### src/rtl/alu_div_pkg.sv
// Shared types and constants for the iterative restoring divider.
package alu_div_pkg;

    localparam int DIV_WIDTH = 16;
    localparam int DIV_CNT_W = $clog2(DIV_WIDTH);
    localparam logic [DIV_WIDTH-1:0] DIV_ZERO_QUOT = 16'hFFFF;

    typedef enum logic [1:0] {IDLE, RUN, FIX, DONE} div_state_t;

    // Two's-complement magnitude; -32768 maps to 16'h8000 and is used as unsigned 32768.
    function automatic logic [DIV_WIDTH-1:0] div_mag(input logic [DIV_WIDTH-1:0] x,
                                                     input logic sgn);
        return (sgn && x[DIV_WIDTH-1]) ? (~x + 1'b1) : x;
    endfunction

endpackage

### src/rtl/cla_16.sv
// 16-bit carry-lookahead adder/subtractor: 4-bit lookahead groups, group carries chained.
module cla_16 (
    input  logic [15:0] a,
    input  logic [15:0] b,
    input  logic        sub,
    output logic [15:0] sum,
    output logic        cout
);

    logic [15:0] bx, g, p;
    logic [16:0] c;

    assign bx   = b ^ {16{sub}};
    assign g    = a & bx;
    assign p    = a ^ bx;
    assign c[0] = sub;

    for (genvar k = 0; k < 4; k++) begin : g_grp
        localparam int B = 4 * k;
        assign c[B+1] = g[B] | (p[B] & c[B]);
        assign c[B+2] = g[B+1] | (p[B+1] & g[B]) | (p[B+1] & p[B] & c[B]);
        assign c[B+3] = g[B+2] | (p[B+2] & g[B+1]) | (p[B+2] & p[B+1] & g[B])
                      | (p[B+2] & p[B+1] & p[B] & c[B]);
        assign c[B+4] = g[B+3] | (p[B+3] & g[B+2]) | (p[B+3] & p[B+2] & g[B+1])
                      | (p[B+3] & p[B+2] & p[B+1] & g[B])
                      | (p[B+3] & p[B+2] & p[B+1] & p[B] & c[B]);
    end

    assign sum  = p ^ c[15:0];
    assign cout = c[16];

endmodule

### src/rtl/alu_div_16.sv
// Iterative 16-bit restoring divider (unsigned / two's-complement), one quotient bit per cycle.
// Optional build macro DIV_EARLY_EXIT_EN skips iteration when |dividend| < |divisor|.
module alu_div_16
    import alu_div_pkg::*;
#(
    parameter int WIDTH = DIV_WIDTH
) (
    input  logic             clk,
    input  logic             rst,
    input  logic             start,
    input  logic             signed_op,
    input  logic [WIDTH-1:0] dividend,
    input  logic [WIDTH-1:0] divisor,
    output logic             busy,
    output logic             done,
    output logic [WIDTH-1:0] quotient,
    output logic [WIDTH-1:0] remainder,
    output logic             div_by_zero
);

    div_state_t state_q, state_d;

    logic [WIDTH-1:0]     q_sh_q, q_sh_d;
    logic [WIDTH-1:0]     rem_q, rem_d;
    logic [WIDTH-1:0]     dvs_q, dvs_d;
    logic [DIV_CNT_W-1:0] cnt_q, cnt_d;
    logic                 qneg_q, qneg_d;
    logic                 rneg_q, rneg_d;
    logic                 dz_q, dz_d;
    logic [WIDTH-1:0]     quot_q, quot_d;
    logic [WIDTH-1:0]     remo_q, remo_d;
    logic                 dbz_q, dbz_d;

    logic [WIDTH-1:0] mag_a, mag_b, trial;
    logic             no_borrow, nonneg;

    assign mag_a = div_mag(dividend, signed_op);
    assign mag_b = div_mag(divisor, signed_op);

    // The remainder never reaches the divisor, so the 17th bit of the shifted
    // partial remainder is just rem_q's MSB; the adder handles the low 16 bits.
    cla_16 u_trial (
        .a   ({rem_q[WIDTH-2:0], q_sh_q[WIDTH-1]}),
        .b   (dvs_q),
        .sub (1'b1),
        .sum (trial),
        .cout(no_borrow)
    );

    assign nonneg = rem_q[WIDTH-1] | no_borrow;

    always_comb begin
        state_d = state_q;
        q_sh_d  = q_sh_q;
        rem_d   = rem_q;
        dvs_d   = dvs_q;
        cnt_d   = cnt_q;
        qneg_d  = qneg_q;
        rneg_d  = rneg_q;
        dz_d    = dz_q;
        quot_d  = quot_q;
        remo_d  = remo_q;
        dbz_d   = dbz_q;
        case (state_q)
            IDLE: begin
                if (start) begin
                    qneg_d = signed_op & (dividend[WIDTH-1] ^ divisor[WIDTH-1]);
                    rneg_d = signed_op & dividend[WIDTH-1];
                    dvs_d  = mag_b;
                    rem_d  = '0;
                    q_sh_d = mag_a;
                    cnt_d  = '0;
                    dz_d   = 1'b0;
                    // Divide-by-zero results are staged so FIX passes them through unchanged.
                    if (divisor == '0) begin
                        dz_d    = 1'b1;
                        q_sh_d  = DIV_ZERO_QUOT;
                        rem_d   = dividend;
                        qneg_d  = 1'b0;
                        rneg_d  = 1'b0;
                        state_d = FIX;
                    end
`ifdef DIV_EARLY_EXIT_EN
                    else if (mag_a < mag_b) begin
                        q_sh_d  = '0;
                        rem_d   = mag_a;
                        state_d = FIX;
                    end
`endif
                    else begin
                        state_d = RUN;
                    end
                end
            end
            RUN: begin
                q_sh_d = {q_sh_q[WIDTH-2:0], nonneg};
                rem_d  = nonneg ? trial : {rem_q[WIDTH-2:0], q_sh_q[WIDTH-1]};
                cnt_d  = cnt_q + 1'b1;
                if (cnt_q == DIV_CNT_W'(WIDTH - 1)) state_d = FIX;
            end
            FIX: begin
                quot_d  = qneg_q ? -q_sh_q : q_sh_q;
                remo_d  = rneg_q ? -rem_q : rem_q;
                dbz_d   = dz_q;
                state_d = DONE;
            end
            DONE:    state_d = IDLE;
            default: state_d = IDLE;
        endcase
    end

    always_ff @(posedge clk) begin
        if (rst) begin
            state_q <= IDLE;
            q_sh_q  <= '0;
            rem_q   <= '0;
            dvs_q   <= '0;
            cnt_q   <= '0;
            qneg_q  <= 1'b0;
            rneg_q  <= 1'b0;
            dz_q    <= 1'b0;
            quot_q  <= '0;
            remo_q  <= '0;
            dbz_q   <= 1'b0;
        end else begin
            state_q <= state_d;
            q_sh_q  <= q_sh_d;
            rem_q   <= rem_d;
            dvs_q   <= dvs_d;
            cnt_q   <= cnt_d;
            qneg_q  <= qneg_d;
            rneg_q  <= rneg_d;
            dz_q    <= dz_d;
            quot_q  <= quot_d;
            remo_q  <= remo_d;
            dbz_q   <= dbz_d;
        end
    end

    assign busy        = (state_q == RUN) || (state_q == FIX);
    assign done        = (state_q == DONE);
    assign quotient    = quot_q;
    assign remainder   = remo_q;
    assign div_by_zero = dbz_q;

endmodule

### config.mk
export PLATFORM = sky130hd
export DESIGN_NAME = alu_div_16
export DESIGN_NICKNAME = d
export VERILOG_FILES = /design/src/rtl/alu_div_pkg.sv /design/src/rtl/cla_16.sv /design/src/rtl/alu_div_16.sv
export SDC_FILE = /design/constraint.sdc
export NUM_CORES = 1
export LEC_CHECK = 0
export CAP_MARGIN = 20
export CELL_PAD_IN_SITES_DETAIL_PLACEMENT = 1
export CELL_PAD_IN_SITES_GLOBAL_PLACEMENT = 1
export CORE_MARGIN = 2
export CORE_UTILIZATION = 45
export DETAILED_ROUTE_END_ITERATION = 10
export PLACE_DENSITY = 0.87
export SETUP_SLACK_MARGIN = 0.02
export SLEW_MARGIN = 5
export SYNTH_ARGS = -nofsm -noshare
export SYNTH_HDL_FRONTEND = slang
export SYNTH_SLANG_ARGS = --single-unit
### constraint.sdc
create_clock -name clk -period 7 [get_ports clk]
set_clock_uncertainty 0.15 [all_clocks]
set_input_delay 2.1 -clock clk [delete_from_list [all_inputs] [get_ports clk]]
set_output_delay 2.1 -clock clk [all_outputs]
set_load 0.1 [all_outputs]
After elaboration in Yosys (flattened, before gate mapping)

Cells that the tools add are included.

Register bits after elaboration: 90
Latch bits: 0
Memory bits (writable): 0
Memory bits (read-only): 0
Input port bits: 36
Memories: 0

Add/subtract/negate cells: 5
Multipliers: 0
Divide/modulo/power cells: 0
$lt $le $gt $ge: 0
Eq/ne operators: 6
Shifts and indexed selects: 0
Multiplexer cells: 20
Bitwise logic cells: 110
Reductions and logical operators: 9

Operators by type and width:

| operator                                                         | count |
|---|---|
| 16-bit two-way mux                                               | 9 |
| 16-bit case mux with 2 select lines                              | 2 |
| 1-bit bitwise AND                                                | 62 |
| 16-bit inverter                                                  | 3 |
| 1-bit bitwise OR                                                 | 41 |
| 16-bit by 1-bit adder with 16-bit output (second input constant) | 2 |
| 16-bit negation                                                  | 2 |
| 16-bit bitwise XOR                                               | 2 |
| 16-bit bitwise AND                                               | 1 |
| 16-bit zero test                                                 | 1 |
| 2-bit case mux with 4 select lines                               | 1 |
| 4-bit case mux with 2 select lines                               | 1 |
| 2-bit two-way mux                                                | 3 |
| 2-bit AND reduction                                              | 3 |
| 4-bit by 1-bit adder with 4-bit output (second input constant)   | 1 |
| 2-bit == test (second input constant)                            | 2 |
| 4-bit == test (second input constant)                            | 1 |
| 4-bit two-way mux                                                | 1 |
| 2-bit != test (second input constant)                            | 2 |
| 1-bit two-way mux                                                | 3 |
| 2-bit by 1-bit == test with 1-bit output (second input constant) | 1 |
| 1-bit logical AND                                                | 2 |
| 2-bit zero test                                                  | 1 |
| 2-bit nonzero test                                               | 1 |
| 2 further kinds                                                  | 2 |

Logic depth before layout (Yosys ltp)

Gate-level depths: netlist of the first run.

Depth in word-level cells: 16
Gate-level depth with buffers: 11

By module

A second synthesis of the first run with hierarchy kept.

Cell total of the unflattened synthesis: 733
Area total of the unflattened synthesis: 6007.0 sq um

By module, submodules not included:

| module     | instances | cells an instance | area each (sq um) | seq. area each (sq um) |
|---|---|---|---|---|
| alu_div_16 | 1         | 619               | 5084.9            | 1801.7 |
| cla_16     | 1         | 114               | 922.1             | 0.0 |

Least setup slack after synthesis of the first run

OpenSTA, ideal clock, no wires.

Kind: input-to-reg
Start point: input port dividend[6]
End point: register q_sh_q[13]
Arrival time: 3.713 ns
Slack: 3.072 ns
Stages: 7
Path buffers: 0
Cells stage by stage: or4_4 or3b_4 o31ai_2 xor2_1 a221oi_1 a21oi_1 nor2_1

Word-level cells in the longest chain between the ends: 6

Ends and longest elaborated chain:

| item                                     | RTL line          | text |
|---|---|---|
| start, declared                          | alu_div_16.sv:12  | `input logic [WIDTH-1:0] dividend,` |
| 16-bit inverter                          | alu_div_pkg.sv:13 | `return (sgn && x[DIV_WIDTH-1]) ? (~x + 1'b1) : x;` |
| 16-bit by 1-bit adder with 16-bit output | alu_div_pkg.sv:13 |  |
| 16-bit two-way mux                       | alu_div_pkg.sv:13 |  |
| 16-bit two-way mux                       | alu_div_16.sv:75  | `if (divisor == '0) begin` |
| 16-bit two-way mux                       | alu_div_16.sv:66  | `if (start) begin` |
| 16-bit case mux with 2 select lines      | alu_div_16.sv:64  | `case (state_q)` |
| end signal, assigned                     | alu_div_16.sv:127 | `q_sh_q <= q_sh_d;` |
| end, declared                            | alu_div_16.sv:23  | `logic [WIDTH-1:0] q_sh_q, q_sh_d;` |

No other way between the ends. The select of a mux whose other input is x is not followed.
A chain may end at the register's enable or synchronous reset.

Worst setup path after layout of the first run

Start point: register state_q[1]
End point: output port busy

Word-level cells in the longest chain between the ends: 2
Elaborated cells on any way between the ends: 3
Classes of those cells: eq/ne (2); reduce/logical (1)

Ends and longest elaborated chain:

| item                                                                      | RTL line          | text |
|---|---|---|
| start, declared                                                           | alu_div_16.sv:21  | `div_state_t state_q, state_d;` |
| start signal, assigned                                                    | alu_div_16.sv:126 | `state_q <= state_d;` |
| 2-bit by 1-bit == test with 1-bit output or 2-bit == test (tied branches) | alu_div_16.sv:140 | `assign busy = (state_q == RUN) \|\| (state_q == FIX);` |
| 1-bit logical OR (*)                                                      | alu_div_16.sv:140 |  |
| end, declared                                                             | alu_div_16.sv:14  | `output logic busy,` |

Mark *: on every way between the ends. The rest lies on a longest branch, timed or not.

==> results of run 1 <==
## placed cells by master (no fill, tap or decap), drive strengths merged, types with 8 or more instances in the layout
cell type	instances
nor2	99
dfxtp	90
clkdlybuf4s50	69
nand2	53
inv	51
a21oi	51
xnor2	35
o21ai	33
a211oi	32
mux2i	29
ha	26
xor2	23
a221oi	15
o31ai	11
clkbuf	10
nand3	9
nor3	9
or3	8
and3	8
o21a	8
nor4	8
## Yosys cell counts (3+ instances only)
| library cell | n | area, um^2 |
|---|---|---|
| o211ai_1 | 3 | 22.5 |
| o21ai_1 | 8 | 40.0 |
| or3_1 | 8 | 50.1 |
| nand2_1 | 53 | 199 |
| o31ai_1 | 9 | 67.6 |
| a21o_1 | 3 | 22.5 |
| o21bai_1 | 5 | 37.5 |
| nor4_1 | 5 | 31.3 |
| inv_1 | 50 | 188 |
| nor2b_1 | 3 | 18.8 |
| xnor2_1 | 35 | 307 |
| o41ai_1 | 5 | 43.8 |
| buf_2 | 3 | 15.0 |
| a221oi_1 | 14 | 123 |
| xor2_1 | 23 | 201 |
| ha_1 | 26 | 325 |
| o22ai_1 | 6 | 37.5 |
| and3_1 | 8 | 50.1 |
| o21ai_0 | 25 | 125 |
| nand2b_1 | 6 | 37.5 |
| nand4_1 | 5 | 31.3 |
| nor3_1 | 8 | 40.0 |
| a21oi_1 | 49 | 245 |
| nor2_1 | 97 | 364 |
| mux2i_1 | 29 | 290 |
| nor3b_1 | 5 | 37.5 |
| buf_1 | 5 | 18.8 |
| clkbuf_1 | 31 | 116 |
| a211oi_1 | 30 | 225 |
| nand3_1 | 9 | 45.0 |
| fa_1 | 3 | 60.1 |
| a311oi_1 | 5 | 43.8 |
| o21a_1 | 6 | 45.0 |
| dfxtp_1 | 90 | 1800 |
| a21boi_0 | 3 | 22.5 |
| a31oi_1 | 4 | 25.0 |
## worst min-delay path: cells and delay by family (launching register included)
kind,cells,cell delay (ns)
AOI/OAI and AO/OA,1,0.05
DFF,1,0.31
and+or+nand+nor,1,0.06
## stage by stage
step           power [uW]  setup slack (ns)  std cells  instance area [um^2]
2_1_floorplan        2350              3.07        726                  5850
3_3_place_gp         2700              2.32        931                  6620
3_5_place_dp         2800              2.24        931                  6620
4_1_cts              3340              2.45        946                  6930
5_1_grt              3570              2.32        947                  6950
6_report             3350              2.46        947                  6950
## power groups by stage
stage | logic (uW) | clock network [uW] | registers [uW]
after detailed placement | 1960 | 0 | 838
after global placement | 1880 | 0 | 822
after CTS | 1980 | 525 | 829
after floorplan | 1220 | 0 | 1130
after global routing | 2170 | 547 | 854
final | 2000 | 521 | 835
## logic make-up after synthesis
| family | Yosys count |
|---|---|
| compound gates | 201 |
| flops | 90 |
| xor+xnor | 58 |
| mux | 29 |
| simple gates | 227 |
| buf+inv | 92 |
| fa+ha+maj | 29 |
## cell type report
type	instances	area [um^2]	share of cell area
multi-input cells	544	3680	0.530
flip-flops and latches	90	1800	0.259
repair buffers	75	746	0.107
clock buffers	10	229	0.0330
well taps	172	215	0.0310
inverters	51	191	0.0276
clock inverters	5	80.1	0.0115
## layer usage
layer / vias to the layer above / track usage / wire, um
li1: 2674 / - / -
met1: 2706 / 0.322 / 7850
met2: 150 / 0.452 / 8860
met3: 31 / 0.0344 / 853
met4: 0 / 0.108 / 451
met5: - / 0 / 0
## state kept, by name (all words and copies together), names as in the netlist
name / cells
remainder: 16
cnt_q: 4
rem_q: 16
div_by_zero: 1
dz_q: 1
qneg_q: 1
state_q: 2
dvs_q: 16
rneg_q: 1
quotient: 16
q_sh_q: 16
## worst max path at each step
stage | from | endpoint | slack (ns) | depth (start not counted)
after floorplan | dividend[6] | q_sh_q[13]$_SDFFE_PP0P_ | 3.07 | 7
after global placement | divisor[3] | rem_q[10]$_SDFFE_PP0P_ | 2.32 | 8
after detailed placement | divisor[9] | rem_q[10]$_SDFFE_PP0P_ | 2.24 | 8
after CTS | state_q[1]$_SDFFE_PP0P_ | busy | 2.45 | 3
after global routing | divisor[8] | rem_q[11]$_SDFFE_PP0P_ | 2.32 | 8
final | state_q[1]$_SDFFE_PP0P_ | busy | 2.46 | 3
==> impl_metrics.py, run 1 <==
metrics = {
    "run_status": {
        "status": "complete, no violations",
    },
    "worst_setup_path": {
        "cp_max_fo": 4,
        "reg2reg_slack_ns": 3.89,
        "cp_slowest_stage_delay_ns": 1.14,
        "required_ns": 4.75,
        "crit_slowest_cell": "clkdlybuf4s50_1",
        "reg2reg_from": "rem_q[8]$_SDFFE_PP0P_",
        "critPathArrivalTime_ns": 2.29,
        "crit_chain": "inv_1 -> ha_1 -> clkdlybuf4s50_1",
        "cp-end-kind": "output port",
        "worstReg2RegEnd": "rem_q[11]$_SDFFE_PP0P_",
        "critical_path_class": "flip-flop to output port",
        "start_kind": "flip-flop",
        "crit_family": "buffers and inverters",
        "reg2reg_depth": 8,
        "path_buf_inv": 2,
    },
    "floorplanning": {
        "fp.dieW_um": 118,
        "start_util": 0.461,
        "dieArea_um2": 13900,
        "io_pins": 71,
        "core.rowCount": 41,
        "die_h_um": 118,
        "core-area_um2": 12700,
    },
    "pwr": {
        "power_frac_comb": 0.596,
        "seq_power_share": 0.249,
        "power.leakage_uw": 0.00259,
        "clock_power_share": 0.155,
        "switchingPower_uw": 1710,
        "peakVddDrop_mv": 0.362,
        "switching_share": 0.509,
        "powerDensity_nw_per_um2": 483,
        "intPower_uw": 1650,
    },
    "logic_synthesis": {
        "synth_top_family_by_area": "compound AO/OA/AOI/OAI gates",
        "yosysWarnings": 0,
        "synth_area_per_cell_um2": 8.05,
        "ys_seq_area_frac": 0.308,
        "yosysUniqueCellTypes": 72,
        "synth_seq_cells": 90,
        "yosys.area_share.simple": 0.189,
        "syn_nets": 791,
        "synth-edff-count": 0,
        "synth_fa_ha_area_frac": 0.0659,
        "synthXorXnorAreaFrac": 0.0869,
        "muxShareOfSynthArea": 0.0497,
        "syn_inst": 726,
        "synth_compound_area_frac": 0.237,
        "synthArstFlopShare": 0,
        "synth_area_um2": 5850,
        "synth-main-ff-cell": "dfxtp_1",
    },
    "placement": {
        "gp_congestion": 0.842,
        "dp_hpwl_mm": 13.2,
        "io_buffers": 70,
    },
    "run": {
        "max_cap_violations": 0,
    },
    "min_path": {
        "hold_start": "dvs_q[15]$_SDFFE_PP0P_",
        "min_path_cells": 2,
        "min_to": "dvs_q[15]$_SDFFE_PP0P_",
        "hold_path_class": "flip-flop to flip-flop",
    },
    "cts": {
        "holdBufCountCts": 0,
        "clockBufferDepth": 2,
        "post_cts_buffers": 0,
        "path_clk_slew_ns": 0.07,
        "clock_sinks": 90,
        "cts_tree": "yes",
        "cts_inserted_buffers": 9,
        "clk_latency_ns": 0.35,
        "htree_levels": 3,
        "cts.repair.resized": 0,
        "cts_root_buf": "clkbuf_16",
    },
    "sta": {
        "fmax_mhz": 220,
        "period_minus_slack_ns": 4.54,
        "fin_crit_sh": 0.649,
        "finalHoldViolations": 0,
        "slew_headroom": 0.344,
        "tightest_slew_ns": 0.980,
        "slew_viol_final": 0,
        "finalSetupViolCount": 0,
        "rsz0062_at_grt": "false",
        "tns_ns": 0,
        "timing.hold.ws_ns": 0.321,
    },
    "layout": {
        "utilization": 0.548,
        "antenna_cells": 0,
        "drive_gt1_frac": 0.0568,
        "nFillCells": 1576,
        "nNetsFinal": 836,
        "area_growth_pct": 18.8,
    },
    "global_routing": {
        "overflow": 0,
        "grt.total_usage": 0.260,
        "antenna_found_initial": 0,
        "grt_max_degree": 52,
        "grt_pass1_wl_mm": 29.4,
        "grt_pass1_vias": 5767,
    },
    "routing": {
        "drt_first_pass_iters": 4,
        "ant_nets": 0,
        "viasPerCell": 5.87,
        "wl_per_cell_um": 19.0,
        "drc": 0,
        "drtIter0Drc": 378,
        "num_vias": 5561,
        "totalWireLength_mm": 18.0,
    },
}
Note: power is estimated with default switching activity, not from simulation.
==> run 2: changes to the inputs <==
--- a/config.mk
+++ b/config.mk
@@ -9,9 +9,9 @@
 export CELL_PAD_IN_SITES_DETAIL_PLACEMENT = 1
 export CELL_PAD_IN_SITES_GLOBAL_PLACEMENT = 1
 export CORE_MARGIN = 2
-export CORE_UTILIZATION = 45
+export CORE_UTILIZATION = 38
 export DETAILED_ROUTE_END_ITERATION = 10
-export PLACE_DENSITY = 0.87
+export PLACE_DENSITY = 0.79
 export SETUP_SLACK_MARGIN = 0.02
 export SLEW_MARGIN = 5
 export SYNTH_ARGS = -nofsm -noshare
==> constraint.sdc (replaced) <==
create_clock -name clk -period 3.9 [get_ports clk]
set_clock_uncertainty 0.15 [all_clocks]
set_input_delay 1.17 -clock clk [delete_from_list [all_inputs] [get_ports clk]]
set_output_delay 1.17 -clock clk [all_outputs]
set_load 0.1 [all_outputs]
==> run 2 against run 1 <==
Net effect:
- via count grew 0.47%
- sequential power up 78%
- final cell count increased by 2.6%
- register-to-register slack lost 3.2 ns
- combinational power rose by 79%
- die area up 18%
- total power rose by 79%
- count of clock-buffer cells in the layout is 1 higher
- critical path type is now primary input to flip-flop
- highest routed layer unchanged
==> impl_metrics.py, run 2 (same netlist as run 1, synthesis figures left out) <==
metrics = {
    "global_routing": {
        "antenna_found_initial": 0,
        "grt_pass1_wl_mm": 30.0,
        "grt_pass1_vias": 5872,
        "overflow": 0,
        "grt_max_degree": 52,
        "grt.total_usage": 0.230,
    },
    "cts": {
        "cts.repair.resized": 0,
        "cts_tree": "yes",
        "htree_levels": 3,
        "clock_sinks": 90,
        "cts_inserted_buffers": 9,
        "clk_latency_ns": 0.36,
        "path_clk_slew_ns": 0.07,
        "clockBufferDepth": 2,
        "holdBufCountCts": 0,
        "post_cts_buffers": 0,
        "cts_root_buf": "clkbuf_16",
    },
    "worst_setup_path": {
        "crit_start": "dividend[6]",
        "crit_family": "simple AND/OR/NAND/NOR gates",
        "critPathArrivalTime_ns": 3.45,
        "cp_slowest_stage_delay_ns": 0.59,
        "path_buf_inv": 1,
        "start_kind": "primary input",
        "cp-end-kind": "flip-flop",
        "crit_slowest_cell": "or4_4",
        "reg2reg_from": "rem_q[8]$_SDFFE_PP0P_",
        "required_ns": 3.99,
        "cp_max_fo": 5,
        "crit_chain": "clkdlybuf4s50_1 -> or4_4 -> or3b_4 -> o31ai_2 -> xor2_1 -> a221oi_1 -> a21oi_1 -> nor2_1",
        "critical_path_class": "primary input to flip-flop",
    },
    "pwr": {
        "peakVddDrop_mv": 0.591,
        "power_frac_comb": 0.598,
        "seq_power_share": 0.249,
        "clock_power_share": 0.153,
        "intPower_uw": 2900,
        "switchingPower_uw": 3090,
        "powerDensity_nw_per_um2": 864,
        "switching_share": 0.516,
        "power.leakage_uw": 0.00270,
    },
    "floorplanning": {
        "die_h_um": 128,
        "io_pins": 71,
        "core.rowCount": 45,
        "start_util": 0.387,
        "core-area_um2": 15100,
        "fp.dieW_um": 128,
        "dieArea_um2": 16400,
    },
    "sta": {
        "slew_headroom": 0.374,
        "fmax_mhz": 298,
        "slew_viol_final": 0,
        "tightest_slew_ns": 0.938,
        "finalHoldViolations": 0,
        "tns_ns": 0,
        "finalSetupViolCount": 0,
        "period_minus_slack_ns": 3.36,
        "rsz0062_at_grt": "false",
        "fin_crit_sh": 0.862,
    },
    "placement": {
        "postPlaceCellArea_um2": 6610,
        "io_buffers": 70,
        "gp_congestion": 0.880,
        "dp_hpwl_mm": 13.7,
        "dp.cells": 955,
    },
    "min_path": {
        "hold_path_class": "flip-flop to flip-flop",
        "hold_start": "dvs_q[15]$_SDFFE_PP0P_",
    },
    "layout": {
        "nNetsFinal": 844,
        "drive_gt1_frac": 0.112,
        "nFillCells": 1825,
        "fin_cells": 972,
        "area_growth_pct": 18.6,
        "antenna_cells": 0,
        "mostFrequentLayoutCells": "nor2_1 (97), dfxtp_1 (90), nand2_1 (53)",
        "layout_commonest_cell": "nor2_1",
        "utilization": 0.460,
        "final_cell_area_um2": 6940,
    },
    "routing": {
        "num_vias": 5587,
        "drtIter0Drc": 236,
        "viasPerCell": 5.75,
        "drc": 0,
        "wl_per_cell_um": 18.7,
        "drt_first_pass_iters": 4,
        "ant_nets": 0,
        "totalWireLength_mm": 18.2,
    },
    "run": {
        "max_cap_violations": 0,
    },
    "run_status": {
        "status": "complete, no violations",
    },
}
run 2: power groups by stage:
stage | Clock [uW] | Combinational, uW | Sequential, uW
3_3_place_gp | 0 | 3380 | 1480
2_1_floorplan | 0 | 2200 | 2020
6_report | 917 | 3580 | 1490
4_1_cts | 933 | 3570 | 1490
3_5_place_dp | 0 | 3530 | 1500
5_1_grt | 973 | 3900 | 1530
run 2: worst register-to-register path, cell delays in order (launching register included):
cell      delay (ns)
dfxtp_1         0.55
ha_1            0.36
a21o_1          0.25
a221o_1         0.37
a21oi_2         0.16
o21a_2          0.21
o21a_2          0.51
mux2i_1         0.35
a211oi_2        0.11
run 2: path summary, 6_finish.rpt:
check,end,cells after the start,slack [ns]
setup / recovery,q_sh_q[13]$_SDFFE_PP0P_,8,0.54
hold reg to reg,dvs_q[15]$_SDFFE_PP0P_,2,0.32
hold / removal,dvs_q[15]$_SDFFE_PP0P_,2,0.32
setup reg to reg,rem_q[11]$_SDFFE_PP0P_,8,0.73
run 2: layout make-up:
| cell class | instances | area [um^2] | share of cell area |
|---|---|---|---|
| multi-input combinational | 544 | 3680 | 0.531 |
| sequential | 90 | 1800 | 0.260 |
| timing repair buffer | 83 | 718 | 0.104 |
| clock buffer | 11 | 243 | 0.0350 |
| tap | 188 | 235 | 0.0339 |
| inverter | 51 | 191 | 0.0276 |
| clock inverter | 5 | 63.8 | 0.00920 |
run 2: through the flow:
step | setup slack (ns) | hold WS, ns | total power, uW
2_1_floorplan | 0.902 | 0.282 | 4220
3_3_place_gp | 0.278 | 0.304 | 4860
3_5_place_dp | 0.155 | 0.317 | 5030
4_1_cts | 0.530 | 0.327 | 5980
5_1_grt | 0.341 | 0.363 | 6400
6_report | 0.539 | 0.323 | 5990
run 2: layer usage:
layer	routed length, um	vias up	global-route usage
li1	-	2689	-
met1	8170	2714	0.290
met2	8680	143	0.388
met3	717	41	0.0275
met4	626	0	0.112
met5	0	-	0
==> run 3: changes to the inputs <==
--- a/config.mk
+++ b/config.mk
@@ -11,8 +11,9 @@
 export CORE_MARGIN = 2
 export CORE_UTILIZATION = 38
 export DETAILED_ROUTE_END_ITERATION = 10
-export PLACE_DENSITY = 0.79
+export PLACE_DENSITY = 0.83
 export SETUP_SLACK_MARGIN = 0.02
+export SKIP_CTS_REPAIR_TIMING = 1
 export SLEW_MARGIN = 5
 export SYNTH_ARGS = -nofsm -noshare
 export SYNTH_HDL_FRONTEND = slang
==> run 3 against run 2 <==
Net effect:
- final area grew 0.11%
- count of clock-buffer cells in the layout shrank 2
- die area is the same
- maximum frequency shrank 2.1%
- clock power shrank 2.3%
- critical path depth is the same
- routed wire length grew 0.61%
- largest power group unchanged
==> impl_metrics.py, run 3 (same netlist as run 1, synthesis figures left out) <==
metrics = {
    "layout": {
        "area_growth_pct": 18.8,
        "fin_cells": 972,
        "final_cell_area_um2": 6940,
        "nNetsFinal": 844,
        "drive_gt1_frac": 0.114,
        "regArea_um2": 1800,
        "layout_commonest_cell": "nor2_1",
        "mostFrequentLayoutCells": "nor2_1 (97), dfxtp_1 (90), nand2_1 (53)",
        "nFillCells": 1843,
        "antenna_cells": 0,
        "multi_input_area_um2": 3680,
    },
    "sta": {
        "slew_viol_final": 0,
        "setup_ws_ns": 0.466,
        "rsz0062_at_grt": "false",
        "finalSetupViolCount": 0,
        "tns_ns": 0,
        "fmax_mhz": 291,
        "fin_crit_sh": 0.881,
        "slew_headroom": 0.398,
        "timing.hold.ws_ns": 0.316,
        "tightest_slew_ns": 0.903,
        "finalHoldViolations": 0,
        "period_minus_slack_ns": 3.43,
    },
    "cts": {
        "path_clk_slew_ns": 0.07,
        "htree_levels": 3,
        "clk_latency_ns": 0.36,
        "clockBufferDepth": 2,
        "cts_tree": "yes",
        "cts_root_buf": "clkbuf_16",
        "clock_sinks": 90,
        "cts_inserted_buffers": 9,
    },
    "placement": {
        "dp.cells": 955,
        "io_buffers": 70,
        "gp_congestion": 0.926,
        "dp_hpwl_mm": 13.8,
        "pre_cts_slack_ns": 0.122,
        "postPlaceCellArea_um2": 6620,
    },
    "worst_setup_path": {
        "cp_max_fo": 5,
        "critical_path_class": "primary input to flip-flop",
        "crit_chain": "clkdlybuf4s50_1 -> or4_4 -> or3b_4 -> o31ai_2 -> xor2_1 -> a221oi_1 -> a21oi_1 -> nor2_1",
        "required_ns": 3.97,
        "critPathArrivalTime_ns": 3.51,
        "reg2reg_slack_ns": 0.79,
        "crit_slowest_cell": "or4_4",
        "reg2reg_from": "rem_q[8]$_SDFFE_PP0P_",
        "cp-end-kind": "flip-flop",
        "cp_slowest_stage_delay_ns": 0.60,
        "reg2reg_depth": 8,
        "start_kind": "primary input",
        "worstReg2RegEnd": "rem_q[11]$_SDFFE_PP0P_",
    },
    "global_routing": {
        "overflow": 0,
        "grt_pass1_wl_mm": 29.5,
        "grt.total_usage": 0.226,
        "antenna_found_initial": 0,
        "grt_max_degree": 52,
        "grt_pass1_vias": 5745,
    },
    "min_path": {
        "min_to": "dvs_q[15]$_SDFFE_PP0P_",
        "hold_path_class": "flip-flop to flip-flop",
        "hold_start": "dvs_q[15]$_SDFFE_PP0P_",
        "min_path_cells": 2,
    },
    "routing": {
        "viasPerCell": 5.76,
        "wl_per_cell_um": 18.8,
        "ant_nets": 0,
        "drtIter0Drc": 251,
        "drt_first_pass_iters": 5,
        "num_vias": 5597,
        "totalWireLength_mm": 18.3,
        "drc": 0,
    },
    "floorplanning": {
        "dieArea_um2": 16400,
        "fp.dieW_um": 128,
        "core.rowCount": 45,
        "io_pins": 71,
        "start_util": 0.387,
        "die_h_um": 128,
        "core-area_um2": 15100,
    },
    "run": {
        "max_cap_violations": 0,
    },
    "pwr": {
        "powerDensity_nw_per_um2": 864,
        "power.leakage_uw": 0.00270,
        "peakVddDrop_mv": 0.631,
    },
    "run_status": {
        "status": "complete, no violations",
    },
}
==> run 3: routing by layer <==
layer / vias to the layer above / part of all wire / GRT usage
met3: 27 / 0.034 / 0.0371
met2: 134 / 0.48 / 0.389
met1: 2742 / 0.46 / 0.285
li1: 2694 / - / -
met4: 0 / 0.023 / 0.0789
met5: - / 0 / 0
==> run 3: final cells by class <==
cell class | instances | area share
multi-input combinational | 544 | 0.530
tap | 188 | 0.0339
timing repair buffer | 83 | 0.105
inverter | 51 | 0.0276
clock buffer | 9 | 0.0324
clock inverter | 7 | 0.0110
sequential | 90 | 0.260
==> run 3: critical path, delay by kind of cell <==
kind | cells | cell delay [ns]
xor gates and xnor gates | 1 | 0.21
and+or+nand+nor | 3 | 1.09
buffers and inverters | 1 | 0.51
AOI/OAI and AO/OA | 3 | 0.52
==> run 3: how the worst max path moves through the flow <==
stage,from,endpoint,slack [ns],cells past startpoint
CTS,divisor[8],q_sh_q[10]$_SDFFE_PP0P_,0.49,8
global placement,dividend[6],q_sh_q[13]$_SDFFE_PP0P_,0.24,8
floorplan,dividend[6],q_sh_q[13]$_SDFFE_PP0P_,0.90,7
finish,dividend[6],q_sh_q[13]$_SDFFE_PP0P_,0.47,8
global route,divisor[8],q_sh_q[6]$_SDFFE_PP0P_,0.31,8
detailed placement,dividend[6],q_sh_q[13]$_SDFFE_PP0P_,0.12,8
==> run 3: stage by stage <==
step,total power (uW),util
2_1_floorplan,4220,-
3_3_place_gp,4880,0.439
3_5_place_dp,5060,0.439
4_1_cts,5980,0.459
5_1_grt,6390,0.460
6_report,6000,0.460
==> run 3: power by group <==
part	total (uW)	leakage (uW)	internal, uW	switching [uW]
logic	3630	0.00182	1210	2420
registers	1470	0.000736	1190	284
clock network	896	0.000149	457	439
